### src/rtl/seq_detect_param.sv
// -----------------------------------------------------------------------------
// seq_detect_param
//
// Serial bit-pattern detector built as a Moore FSM. It matches a compile-time
// pattern of PAT_W bits (2..16), MSB first. Matching is overlapping or
// non-overlapping, selected by OVERLAP. Each completed match produces a
// one-cycle registered pulse on `out`.
//
// Mismatches use the KMP fallback. The border table and the resulting
// transition table are folded into constants at elaboration, so the only
// runtime logic is a table lookup indexed by the current prefix length.
//
// Optional feature: define DETECT_HIT_CNT_EN to build the saturating hit
// counter together with its synchronous clear. When the macro is undefined,
// hit_cnt is tied to 0 and cnt_clr is ignored. The port list is the same in
// both builds.
//
// Parameters:
//   PAT_W    pattern length in bits (2..16)
//   PATTERN  pattern; bit PAT_W-1 is the first bit received
//   OVERLAP  1 = overlapping matches, 0 = non-overlapping
//   CNT_W    hit counter width (1..32)
//
// Ports:
//   clk       in   rising-edge clock
//   rst_n     in   asynchronous active-low reset
//   in_valid  in   in_bit is consumed only when high
//   in_bit    in   serial data bit
//   cnt_clr   in   synchronous clear of hit_cnt (wins over an increment)
//   out       out  match pulse, registered, one cycle per match
//   hit_cnt   out  saturating match count (0 when the counter is not built)
// -----------------------------------------------------------------------------
module seq_detect_param #(
  parameter int               PAT_W   = 4,
  parameter logic [PAT_W-1:0] PATTERN = 4'b1011,
  parameter bit               OVERLAP = 1'b1,
  parameter int               CNT_W   = 8
) (
  input  logic             clk,
  input  logic             rst_n,
  input  logic             in_valid,
  input  logic             in_bit,
  input  logic             cnt_clr,
  output logic             out,
  output logic [CNT_W-1:0] hit_cnt
);

  // Width of a prefix length 0..16.
  localparam int KW = 5;

  // Pattern bit i, counted from the first bit received.
  function automatic bit pbit(input int i);
    return PATTERN[PAT_W-1-i];
  endfunction

  // Length of the longest proper suffix of the k-bit prefix that is also a
  // prefix of the pattern.
  function automatic int border(input int k);
    int res;
    bit ok;
    res = 0;
    for (int len = 1; len < k; len++) begin
      ok = 1'b1;
      for (int i = 0; i < len; i++)
        if (pbit(i) != pbit(k - len + i)) ok = 1'b0;
      if (ok) res = len;
    end
    return res;
  endfunction

  // Prefix length reached from prefix length k (< PAT_W) after bit b.
  // On a mismatch it falls back through the borders until the bit matches
  // or the prefix is empty.
  function automatic int delta(input int k, input bit b);
    int  cur;
    int  res;
    bit  done;
    cur  = k;
    res  = 0;
    done = 1'b0;
    for (int it = 0; it <= PAT_W; it++) begin
      if (!done) begin
        if (pbit(cur) == b) begin
          res  = cur + 1;
          done = 1'b1;
        end else if (cur == 0) begin
          res  = 0;
          done = 1'b1;
        end else begin
          cur = border(cur);
        end
      end
    end
    return res;
  endfunction

  // Transition table for one bit value, packed KW bits per source state.
  function automatic logic [16*KW-1:0] build_next(input bit b);
    logic [16*KW-1:0] t;
    t = '0;
    for (int k = 0; k < PAT_W; k++) t[k*KW +: KW] = KW'(delta(k, b));
    return t;
  endfunction

  localparam logic [16*KW-1:0] NEXT0  = build_next(1'b0);
  localparam logic [16*KW-1:0] NEXT1  = build_next(1'b1);
  localparam logic [KW-1:0]    FULL   = KW'(PAT_W);
  // Prefix length in effect on the cycle after a match.
  localparam logic [KW-1:0]    RESUME = OVERLAP ? KW'(border(PAT_W)) : '0;

  // The state is a phase plus a prefix length k. In MATCH, k gives the
  // matched prefix length (S0..S(PAT_W-1)). FOUND carries no prefix of its own.
  typedef enum logic {MATCH, FOUND} phase_t;

  phase_t          phase, phase_nxt;
  logic [KW-1:0]   k, k_nxt, k_eff, k_step;

  always_ff @(posedge clk or negedge rst_n) begin
    if (!rst_n) begin
      phase <= MATCH;
      k     <= '0;
    end else begin
      phase <= phase_nxt;
      k     <= k_nxt;
    end
  end

  always_comb begin
    phase_nxt = MATCH;
    // FOUND lasts one cycle. A bit arriving on the next edge is applied
    // from the resume point on that same edge.
    k_eff     = (phase == FOUND) ? RESUME : k;
    k_step    = in_bit ? NEXT1[k_eff*KW +: KW] : NEXT0[k_eff*KW +: KW];
    k_nxt     = k_eff;
    if (in_valid) begin
      if (k_step == FULL) begin
        phase_nxt = FOUND;
        k_nxt     = '0;
      end else begin
        k_nxt     = k_step;
      end
    end
  end

  assign out = (phase == FOUND);

`ifdef DETECT_HIT_CNT_EN
  function automatic logic [CNT_W-1:0] sat_inc(input logic [CNT_W-1:0] v);
    return (v == '1) ? v : v + CNT_W'(1);
  endfunction

  logic [CNT_W-1:0] cnt;

  always_ff @(posedge clk or negedge rst_n) begin
    if (!rst_n)
      cnt <= '0;
    else if (cnt_clr)
      cnt <= '0;
    else if (phase_nxt == FOUND)
      cnt <= sat_inc(cnt);
  end

  assign hit_cnt = cnt;
`else
  logic unused_cnt_clr;
  assign unused_cnt_clr = cnt_clr;
  assign hit_cnt        = '0;
`endif

endmodule
### config.mk
export PLATFORM = sky130hd
export DESIGN_NAME = seq_detect_param
export DESIGN_NICKNAME = d
export VERILOG_FILES = /design/src/rtl/seq_detect_param.sv
export SDC_FILE = /design/constraint.sdc
export NUM_CORES = 1
export LEC_CHECK = 0
export ABC_AREA = 0
export BUFFER_PORTS_ARGS = -buffer_cell sky130_fd_sc_hd__buf_2
export CORE_AREA = 2 2 39 41
export DETAILED_ROUTE_END_ITERATION = 8
export DIE_AREA = 0 0 41 43
export PLACE_DENSITY = 0.52
export SYNTH_ARGS = -nofsm -noshare
export SYNTH_HDL_FRONTEND = slang
export SYNTH_SLANG_ARGS = --single-unit
### constraint.sdc
create_clock -name clk -period 2.1 [get_ports clk]
set_input_delay 0.42 -clock clk [delete_from_list [all_inputs] [get_ports clk]]
set_output_delay 0.42 -clock clk [all_outputs]
set_load 0.02 [all_outputs]
==> impl_metrics.env, run 1 <==
export IMPL_outcome="finished, final reports clean"
export IMPL_ys_seq_area_share_pct=40.3
export IMPL_timing_final_crit_share_pct=73.5
export IMPL_slowest_delay_ps=430
export IMPL_clk_pin_slew_worst_paths_ps=50
export IMPL_setup_violations=0
export IMPL_crit_type="reg2reg"
export IMPL_wirelength_um=634
export IMPL_start_util_pct=26.9
export IMPL_yosys_area_top_type_share_pct=40.3
export IMPL_clk_path_buf_depth=2
export IMPL_cp_max_fo=6
export IMPL_pin_count=14
export IMPL_grt_max_degree=9
export IMPL_htreeDepth=1
export IMPL_synthArstFlopShare_pct=100
export IMPL_critical_path_slowest_cell="dfrtp_1"
export IMPL_vias_per_cell=4.51
export IMPL_ys_types=22
export IMPL_syn_area_sq_um=373
export IMPL_die_w_um=41
export IMPL_portBuffers=4
export IMPL_nNetsFinal=52
export IMPL_hold_viol=0
export IMPL_finalPower_uw=332
export IMPL_cap_violations=0
export IMPL_synth_edf_count=0
export IMPL_synth_warnings=0
export IMPL_detail_route_antenna_nets=0
export IMPL_drt_initial_drc_count=3
export IMPL_cp_required_ps=2230
export IMPL_firstDrtPassIters=4
export IMPL_ff2ff_path_depth=4
export IMPL_rsz0062_at_grt="no"
export IMPL_diodes=0
export IMPL_yosysMostFrequentCell="buf_4"
export IMPL_cts_inserted_buffers=3
export IMPL_crit_family="flip-flops"
export IMPL_synth_common_cells="8 x buf_4, 6 x dfrtp_1, 2 x ha_1, 2 x nor2b_1"
export IMPL_skew_ps=6.21
export IMPL_r2r_slack_ps=560
export IMPL_worst_path_stages=4
export IMPL_track_usage_pct=10.3
export IMPL_min_delay_path_depth=2
export IMPL_syn2layout_area_growth_pct=10.4
export IMPL_fmax_mhz=648
export IMPL_start_kind="register"
export IMPL_antenna_found_initial=0
export IMPL_grt_pass1_vias=278
export IMPL_power_density_nw_per_um2=805
export IMPL_crit_arrival_ps=1670
export IMPL_vias=266
export IMPL_cts_tree="built"
export IMPL_synth_largest_area_cell="dfrtp_1"
export IMPL_drive_above_1_share_pct=27.9
export IMPL_gr_total_overflow=0
export IMPL_fin_setup_tns_ps=0
export IMPL_cts_sinks=6
export IMPL_gp_congestion=0.696
export IMPL_slew_viol_final=0
export IMPL_utilization_pct=29.7
export IMPL_hpwl_um=467
export IMPL_ys_seq_elements=6
export IMPL_period_needed_ps=1540
export IMPL_fp_dieH_um=43
export IMPL_rows=14
export IMPL_avgSynthCellArea_sq_um=10.4
export IMPL_wl_per_cell_um=10.7
export IMPL_grt_pass1_wl_um=1140
export IMPL_crit_chain="or2_2, ha_1, o21ai_0, a32o_1"
export IMPL_hp_class="in2reg"
export IMPL_clkLatencyLatePin_ps=250
export IMPL_postSynthCellCount=36
export IMPL_die_area_sq_um=1760
export IMPL_drcViolationCount=0
export IMPL_ys_flop_type="dfrtp_1"
export IMPL_path_buf_inv=0
export IMPL_core_area_sq_um=1380
export IMPL_leakage_nw=0.217
export IMPL_end_kind="register"
export IMPL_clockRootBuffer="clkbuf_4"
export IMPL_synth_area_leaders="dfrtp_1 40%, buf_4 16%, ha_1 6.7%"
export IMPL_irDropWorstVdd_mv=0.370
## flip-flops by register name, summed over array words and instances, names as in the netlist
signal / cells
out: 1
k: 5
## what timing repair did
action,4_1_cts,5_1_grt
buffers inserted,0,0
hold endpoints to repair,6,0
gates resized for setup,0,0
hold buffers,1,0
## per-stage QoR
| step | hold WS [ps] | instances | area (sq um) | worst slack (ps) |
|---|---|---|---|---|
| after floorplan | 124 | 43 | 399 | 563 |
| after global placement | 255 | 55 | 379 | 567 |
| after detailed placement | 254 | 55 | 379 | 571 |
| after CTS | 445 | 59 | 412 | 562 |
| after global routing | 484 | 59 | 412 | 495 |
| final | 463 | 59 | 412 | 557 |
## routing by layer
layer / global-route usage (%) / part of all wire, % / vias up
li1: - / - / 127
met4: 12.0 / 4.3 / 0
met3: 1.57 / 5.2 / 4
met1: 10.5 / 43 / 123
met2: 15.3 / 47 / 12
met5: 0 / 0 / -
## placed cells by master (no fill, tap or decap), drive strengths merged, types with 2 or more instances in the layout
cell    count
o21ai       2
dfrtp       6
buf         4
clkbuf      3
ha          2
and2        2
nor2b       2
conb        8
a32o        2
## power by group
group          internal [mW]  total (mW)  switching, mW
Sequential             0.129       0.142         0.0132
Combinational         0.0378      0.0803         0.0425
Clock                 0.0648       0.109         0.0446
Total                  0.231       0.332          0.100
## kinds of logic (layout without fill, tap and decap cells)
kind of cell	Yosys count	count (layout)	share of synthesized area [%]
buf+inv	9	9	17.1
other cells	1	8	1.01
fa+ha+maj	2	2	6.71
simple gates	10	10	16.8
compound gates	8	8	18.1
flops	6	6	40.3
## final cells by class
cell class	count	area [sq um]
Timing Repair Buffer	5	30.0
Clock buffer	3	22.5
Fill cell	150	972
Tap cell	16	20.0
Sequential cell	6	150
Multi-Input combinational cell	28	185
Inverter	1	3.75
## path summary, 6_finish.rpt
| kind | startpoint | end |
|---|---|---|
| worst max-delay path | out$_DFF_PN0_ | k[2]$_DFF_PN0_ |
| worst min-delay path | in_valid | k[0]$_DFF_PN0_ |
| worst max register to register | out$_DFF_PN0_ | k[2]$_DFF_PN0_ |
| worst min register to register | k[4]$_DFF_PN0_ | k[4]$_DFF_PN0_ |
| max in group asynchronous | rst_n | k[4]$_DFF_PN0_ |
| min in group asynchronous | rst_n | k[3]$_DFF_PN0_ |
Note: power is estimated with default switching activity, not from simulation.
==> run 2, diff against run 1 <==
--- a/config.mk
+++ b/config.mk
@@ -10,7 +10,7 @@
 export CORE_AREA = 2 2 39 41
 export DETAILED_ROUTE_END_ITERATION = 8
 export DIE_AREA = 0 0 41 43
-export PLACE_DENSITY = 0.52
+export PLACE_DENSITY = 0.54
 export SYNTH_ARGS = -nofsm -noshare
 export SYNTH_HDL_FRONTEND = slang
 export SYNTH_SLANG_ARGS = --single-unit
==> constraint.sdc (replaced) <==
create_clock -name clk -period 1.4 [get_ports clk]
set_input_delay 0.28 -clock clk [delete_from_list [all_inputs] [get_ports clk]]
set_output_delay 0.28 -clock clk [all_outputs]
set_load 0.02 [all_outputs]
==> run 2 against run 1 <==
Compared with the run above: sequential share of layout area is 2.6 points lower; maximum frequency is 15% higher; wire length is 8.4% lower; worst setup slack worse by 500 ps; count of clock-buffer cells in the layout is 1 higher; critical path depth stayed put; global-route usage is 1.5 points lower; clock power is 54% higher; cell count is 5.1% higher; critical endpoint unchanged; largest cell class unchanged; highest routed layer unchanged.
==> impl_metrics.env, run 2 (synthesis gave the netlist of run 1 again) <==
export IMPL_fmax_mhz=747
export IMPL_min_from="in_valid"
export IMPL_pin_count=14
export IMPL_drive_above_1_share_pct=34.8
export IMPL_slowest_delay_ps=370
export IMPL_clk_path_buf_depth=2
export IMPL_gr_total_overflow=0
export IMPL_cp_required_ps=1530
export IMPL_cts_inserted_buffers=3
export IMPL_reg2reg_from="k[0]$_DFF_PN0_"
export IMPL_cts_tree="built"
export IMPL_leakage_nw=0.227
export IMPL_drt_initial_drc_count=5
export IMPL_hp_class="in2reg"
export IMPL_min_delay_path_depth=2
export IMPL_portBuffers=4
export IMPL_cts_sinks=6
export IMPL_track_usage_pct=8.81
export IMPL_r2r_slack_ps=60
export IMPL_grt_pass1_vias=254
export IMPL_start_kind="register"
export IMPL_core_area_sq_um=1380
export IMPL_clkLatencyLatePin_ps=240
export IMPL_whs_ps=321
export IMPL_die_area_sq_um=1760
export IMPL_worst_path_stages=4
export IMPL_crit_type="reg2reg"
export IMPL_vias_per_cell=4.40
export IMPL_vias=273
export IMPL_rows=14
export IMPL_detail_route_antenna_nets=0
export IMPL_end_kind="register"
export IMPL_start_util_pct=26.9
export IMPL_skew_ps=8.37
export IMPL_firstDrtPassIters=3
export IMPL_period_needed_ps=1340
export IMPL_regMostFlops="k"
export IMPL_pre_cts_slack_ps=76.0
export IMPL_syn2layout_area_growth_pct=19.8
export IMPL_setup_violations=0
export IMPL_drcViolationCount=0
export IMPL_critical_path_slowest_cell="dfrtp_1"
export IMPL_irDropWorstVdd_mv=0.528
export IMPL_clk_pin_slew_worst_paths_ps=50
export IMPL_path_buf_inv=0
export IMPL_hpwl_um=483
export IMPL_clockRootBuffer="clkbuf_4"
export IMPL_cts_setup_buffers=0
export IMPL_utilization_pct=32.3
export IMPL_ff2ff_path_depth=4
export IMPL_fin_ws_ps=61.1
export IMPL_grt_pass1_wl_um=1040
export IMPL_cap_violations=0
export IMPL_outcome="finished, final reports clean"
export IMPL_finalPower_uw=525
export IMPL_cp_max_fo=2
export IMPL_gp_congestion=0.774
export IMPL_hold_viol=0
export IMPL_worstSetupStartpoint="k[0]$_DFF_PN0_"
export IMPL_power_density_nw_per_um2=1180
export IMPL_antenna_found_initial=0
export IMPL_wirelength_um=581
export IMPL_nNetsFinal=54
export IMPL_final_cell_mix="8 x conb_1, 5 x dfrtp_1, 4 x buf_2"
export IMPL_rsz0062_at_grt="no"
export IMPL_htreeDepth=1
export IMPL_wl_per_cell_um=9.37
export IMPL_largest_register_ffs=5
export IMPL_crit_family="simple AND/OR/NAND/NOR gates"
export IMPL_grt_max_degree=9
export IMPL_die_w_um=41
export IMPL_fp_dieH_um=43
export IMPL_timing_final_crit_share_pct=95.6
export IMPL_fin_setup_tns_ps=0
export IMPL_final_common_cell="conb_1"
export IMPL_diodes=0
export IMPL_slew_viol_final=0
export IMPL_crit_chain="or2_4, ha_1, and3_1, a32o_1"
export IMPL_crit_arrival_ps=1470
-- run 2: worst paths after layout --
path,to
max,k[2]$_DFF_PN0_
min,k[0]$_DFF_PN0_
max reg2reg,k[2]$_DFF_PN0_
min reg2reg,k[4]$_DFF_PN0_
max in group asynchronous,out$_DFF_PN0_
min in group asynchronous,k[2]$_DFF_PN0_
-- run 2: final cells by class --
class | instances | area (sq um)
inverter | 1 | 3.75
multi-input combinational | 28 | 200
sequential | 6 | 151
clock buffer | 4 | 26.3
fill | 142 | 937
tap | 16 | 20.0
timing repair buffer | 7 | 45.0
-- run 2: power breakdown --
part           internal (mW)  leakage (nW)  switching, mW  total (mW)
logic                 0.0751         0.133         0.0751       0.150
registers              0.193        0.0791         0.0138       0.207
clock network          0.108        0.0150         0.0605       0.168
-- run 2: timing repair --
item,in CTS,in global routing
endpoints found under the hold margin,6,0
hold buffers,1,0
gates resized for setup,0,0
-- run 2: metrics by stage --
stage | cells | cell area (sq um)
6_report | 62 | 447
3_3_place_gp | 57 | 410
2_1_floorplan | 43 | 415
4_1_cts | 62 | 447
3_5_place_dp | 57 | 410
5_1_grt | 62 | 447
-- run 2: per-layer routing --
metal,global-route usage (%),share of wire [%],vias up
met2,11.3,47,10
li1,-,-,135
met4,6.00,1.0,0
met1,11.9,47,126
met5,0,0,-
met3,3.14,4.5,2
